### src/rtl/misc_result_acc.sv
`default_nettype none
// ============================================================================
// Module   : misc_result_acc
// Purpose  : Frame accumulator for the Misc datapath result pair. Sums XOUT1
//            and tracks the unsigned min/max of XOUT2 over a frame of up to
//            FRAME_LEN samples, then presents a summary record on a second
//            valid/ready handshake.
// Revision : 1.0 - initial release
// ----------------------------------------------------------------------------
// Parameters
//   DW        : width of XOUT1/XOUT2
//   FRAME_LEN : samples per frame (1..255)
//   ACC_W     : SUM width (>= DW)
// Ports
//   CLK       in   clock, rising edge
//   RST_N     in   asynchronous active-low reset
//   IN_VALID  in   XOUT1/XOUT2 carry a sample
//   IN_READY  out  block can accept a sample (low only while a record is held)
//   XOUT1     in   sample summed into SUM
//   XOUT2     in   sample tracked for min/max (unsigned)
//   FLUSH     in   close the current frame early
//   OUT_VALID out  summary record valid
//   OUT_READY in   consumer takes the summary
//   SUM       out  modulo-2^ACC_W sum of XOUT1 over the frame
//   XMAX      out  max of XOUT2 over the frame
//   XMIN      out  min of XOUT2 over the frame
//   COUNT     out  number of samples in the frame
// ============================================================================
module misc_result_acc #(
    parameter int DW        = 8,
    parameter int FRAME_LEN = 16,
    parameter int ACC_W     = 16
) (
    input  logic             CLK,
    input  logic             RST_N,
    input  logic             IN_VALID,
    output logic             IN_READY,
    input  logic [DW-1:0]    XOUT1,
    input  logic [DW-1:0]    XOUT2,
    input  logic             FLUSH,
    output logic             OUT_VALID,
    input  logic             OUT_READY,
    output logic [ACC_W-1:0] SUM,
    output logic [DW-1:0]    XMAX,
    output logic [DW-1:0]    XMIN,
    output logic [7:0]       COUNT
);

    localparam logic [7:0] C_FRAME_LEN = 8'(FRAME_LEN);

    typedef enum logic [1:0] {
        ST_IDLE  = 2'd0,
        ST_ACCUM = 2'd1,
        ST_EMIT  = 2'd2
    } state_t;

    state_t           r_state;
    logic [ACC_W-1:0] r_sum;
    logic [DW-1:0]    r_xmax;
    logic [DW-1:0]    r_xmin;
    logic [7:0]       r_count;

    // Zero-extended sample and next count are shared by the IDLE load and
    // the ACCUM update paths.
    logic [ACC_W-1:0] w_xout1_ext;
    logic [7:0]       w_count_inc;

    assign w_xout1_ext = ACC_W'(XOUT1);
    assign w_count_inc = r_count + 8'd1;

    always_ff @(posedge CLK or negedge RST_N) begin
        if (!RST_N) begin
            r_state <= ST_IDLE;
            r_sum   <= '0;
            r_xmax  <= '0;
            r_xmin  <= '0;
            r_count <= '0;
        end else begin
            case (r_state)
                ST_IDLE: begin
                    // A flush with no sample is dropped: empty frames are
                    // never emitted.
                    if (IN_VALID) begin
                        r_sum   <= w_xout1_ext;
                        r_xmax  <= XOUT2;
                        r_xmin  <= XOUT2;
                        r_count <= 8'd1;
                        if ((C_FRAME_LEN == 8'd1) || FLUSH) begin
                            r_state <= ST_EMIT;
                        end else begin
                            r_state <= ST_ACCUM;
                        end
                    end
                end
                ST_ACCUM: begin
                    if (IN_VALID) begin
                        // Sum wraps modulo 2^ACC_W by design.
                        r_sum   <= r_sum + w_xout1_ext;
                        r_xmax  <= (XOUT2 > r_xmax) ? XOUT2 : r_xmax;
                        r_xmin  <= (XOUT2 < r_xmin) ? XOUT2 : r_xmin;
                        r_count <= w_count_inc;
                        if ((w_count_inc == C_FRAME_LEN) || FLUSH) begin
                            r_state <= ST_EMIT;
                        end
                    end else if (FLUSH) begin
                        r_state <= ST_EMIT;
                    end
                end
                ST_EMIT: begin
                    // Accumulators hold; FLUSH and IN_VALID are ignored.
                    if (OUT_READY) begin
                        r_state <= ST_IDLE;
                    end
                end
                default: begin
                    r_state <= ST_IDLE;
                end
            endcase
        end
    end

    // Handshake flags are pure decodes of the state register, so neither
    // depends combinationally on any input.
    assign IN_READY  = (r_state != ST_EMIT);
    assign OUT_VALID = (r_state == ST_EMIT);

    assign SUM   = r_sum;
    assign XMAX  = r_xmax;
    assign XMIN  = r_xmin;
    assign COUNT = r_count;

endmodule
`default_nettype wire

### config.mk
export PLATFORM = sky130hd
export DESIGN_NAME = misc_result_acc
export DESIGN_NICKNAME = d
export VERILOG_FILES = /design/src/rtl/misc_result_acc.sv
export SDC_FILE = /design/constraint.sdc
export NUM_CORES = 1
export LEC_CHECK = 0
export ABC_AREA = 1
export ABC_CLOCK_PERIOD_IN_PS = 2000
export BUFFER_PORTS_ARGS = -buffer_cell sky130_fd_sc_hd__buf_4
export CAP_MARGIN = 20
export CORE_UTILIZATION = 41
export CTS_CLUSTER_DIAMETER = 40
export DETAILED_ROUTE_END_ITERATION = 12
export GPL_ROUTABILITY_DRIVEN = 0
export GPL_TIMING_DRIVEN = 0
export PLACE_DENSITY = 0.65
export SYNTH_ARGS = -nofsm -noshare
export SYNTH_HDL_FRONTEND = slang
export SYNTH_SLANG_ARGS = --single-unit
### constraint.sdc
create_clock -name CLK -period 2 [get_ports CLK]
set_clock_uncertainty 0.2 [all_clocks]
set_input_delay 0 -clock CLK [delete_from_list [all_inputs] [get_ports CLK]]
set_output_delay 0 -clock CLK [all_outputs]
set_load 0.02 [all_outputs]
==> results.json <==
{
  "status": "complete, no violations",
  "r2r-end": "SUM[4]",
  "finalHoldViolCount": 0,
  "synth_top_cell_by_area": "dfrtp_1",
  "clock_path_buffers": 2,
  "ys_seq_area_frac": 0.357,
  "drc_errors": 0,
  "synth_top_cell_area_share": 0.357,
  "synth_warnings": 0,
  "initialDrtViolationCount": 127,
  "slowest_stage": "dfrtp_2",
  "fill_cells": 660,
  "io_pins": 63,
  "synth.cell_area_mm2": 0.00294,
  "die_area_mm2": 0.00752,
  "period_minus_slack_ns": 1.90,
  "setup_slack_ns": 0.103,
  "post-route-util": 0.585,
  "grt_usage": 0.203,
  "dr.pass1.iters": 5,
  "critPathKind": "flop to flop",
  "rows": 30,
  "viasPerCell": 4.88,
  "portBuffers": 61,
  "power_leakage_nw": 2.13,
  "worstPathArrival_ns": 1.89,
  "max_stage_delay_ns": 0.39,
  "diodes": 0,
  "ys_ff_latch": 42,
  "numCtsBuffers": 5,
  "dp.cells": 565,
  "die_h_um": 86.7,
  "yosys.cell_types.count": 33,
  "clk_latency_ns": 0.30,
  "worstReg2RegStart": "SUM[0]",
  "path_cells": "ha_4 -> inv_2 -> fa_2 -> inv_2 -> nand3_2 -> nand2_2 -> buf_6 -> xnor2_1 -> nand2_1 -> o211ai_1 -> nand2_1",
  "clkTransAtPathRegs_ns": 0.09,
  "grt_antenna_before_repair": 0,
  "finalMaxSlewViolations": 0,
  "wl_um": 7390,
  "first_global_vias": 2630,
  "antenna_left": 0,
  "slew_headroom": 0.625,
  "synth_nets": 454,
  "start_util": 0.429,
  "cts_max_level": 2,
  "start_kind": "flop",
  "via_count": 2912,
  "syn_inst": 408,
  "ir_drop_mv": 0.610,
  "worstSetupStartpoint": "SUM[0]",
  "synth.area.top_cells": "dfrtp_1 (36%), nand2_1 (17%), ha_1 (10%)",
  "required_ns": 1.99,
  "clock_sinks": 42,
  "reg2reg_slack_ns": 0.10,
  "fin_hold_ws_ns": 0.0149,
  "path_max_fanout": 3,
  "timing.final.crit_share": 0.948,
  "routedWlPerCell_um": 12.4,
  "final_layout_size_suffix_gt1_frac": 0.240,
  "cp-end-kind": "flop",
  "cts_tree": "built",
  "area_growth_pct": 36.5,
  "syn_avg_cell_area_um2": 7.22,
  "die_x_um": 86.7,
  "max_freq_mhz": 527,
  "clockRootBuffer": "clkbuf_8",
  "coreArea_mm2": 0.00687,
  "grt_remaining_overflow": 0,
  "hold_class": "input port to async pin",
  "final_cells": 597,
  "dp_hpwl_um": 5220,
  "setup_violations": 0,
  "nNetsFinal": 546,
  "grt_max_degree": 43,
  "drv_cap": 0,
  "tightest_slew_ns": 0.562,
  "p_per_area_mw_per_mm2": 1320,
  "r2r_cells": 11,
  "grt_pass1_wl_um": 11900,
  "place_ws_ns": -0.112,
  "rsz0062_at_grt": "true"
}
power breakdown:
group          switching, mW  leakage [nW]  internal (mW)
logic                   1.75          1.52           1.26
registers              0.311         0.536           1.14
clock network          0.325        0.0683          0.501
total                   2.38          2.13           2.91
state kept, by name, summed over array words and instances, names as in the netlist:
signal	count
COUNT	8
SUM	16
XMAX	8
XMIN	8
r_state	2
through the flow:
stage / area, um2 / setup TNS (ns) / total power [mW]
floorplan: 2960 / 0 / 3.30
global placement: 3540 / -0.108 / 4.15
detailed placement: 3540 / -0.191 / 4.22
CTS: 3930 / 0 / 5.17
global route: 4020 / -0.129 / 5.74
finish: 4020 / 0 / 5.29
cell usage after synthesis, drive strengths merged:
cell type	instances
o21ai	10
o22ai	3
inv	63
a22o	2
or2	1
dfrtp	42
nor3	3
fa	1
o211ai	3
nand4	12
a21oi	20
o31ai	1
nor2	33
ha	24
xor2	5
o21bai	1
nand3	32
buf	8
nand3b	2
nand2	139
xnor2	2
o21a	1
cells by family (layout without fill, tap and decap cells):
family,Yosys count,after routing,share of synthesized area
AND/OR/NAND/NOR,222,222,0.332
buffers and inverters,71,164,0.0986
flip-flops,42,42,0.357
AO/OA/AOI/OAI,41,41,0.0825
adder cells (fa/ha/maj),25,25,0.109
XOR/XNOR,7,7,0.0208
timing repair:
item / 4_1_cts / 5_1_grt
cloned: 0 / 0
endpoints found under the hold margin: 69 / 0
hold buffers: 20 / 0
endpoints found under the setup margin: 3 / 17
setup buffers: 4 / 0
resized for setup: 7 / 17
pin swaps: 6 / 7
area by class of cell:
cell class | count | area [um2] | area share
Buffer | 8 | 51.3 | 0.0128
Clock buffer | 5 | 68.8 | 0.0171
Clock inverter | 3 | 68.8 | 0.0171
Inverter | 63 | 239 | 0.0595
Multi-Input combinational cell | 295 | 1730 | 0.430
Sequential cell | 42 | 1050 | 0.262
Tap cell | 96 | 120 | 0.0299
Timing Repair Buffer | 85 | 692 | 0.172
cells in the final DEF, fill, tap and decap left out, types with 3 or more instances in the layout:
cell,n
nand2_1,131
buf_4,66
inv_1,55
dfrtp_1,41
nor2_1,27
nand3_1,27
dlygate4sd3_1,20
ha_1,18
a21oi_1,16
nand4_1,12
o21ai_0,8
inv_2,7
nand2_2,6
xor2_1,5
buf_2,5
ha_4,5
clkbuf_8,5
nand3_2,4
nor2_4,3
a21oi_2,3
nor3_1,3
o22ai_1,3
o211ai_1,3
how the worst max path moves through the flow:
| stage | endpoint |
|---|---|
| detailed placement | SUM[10] |
| global route | SUM[12] |
| finish | SUM[4] |
| CTS | SUM[10] |
| global placement | SUM[10] |
| floorplan | SUM[10] |
critical path: cells and delay by family, from the launching register on:
kind,cells,cell delay (ns)
AOI/OAI and AO/OA,1,0.09
DFF,1,0.39
xor gates and xnor gates,1,0.11
adders and majority gates,2,0.48
and+or+nand+nor,4,0.31
buffers and inverters,3,0.20
metal layers:
layer | routed length, um | track usage | share of wire | vias to the layer above
met5 | 0 | 0 | 0 | -
met4 | 102 | 0.0667 | 0.014 | 0
met3 | 371 | 0.0324 | 0.050 | 10
met2 | 3570 | 0.353 | 0.48 | 79
met1 | 3340 | 0.257 | 0.45 | 1337
li1 | - | - | - | 1486
Power figures use the tool's default switching activity.
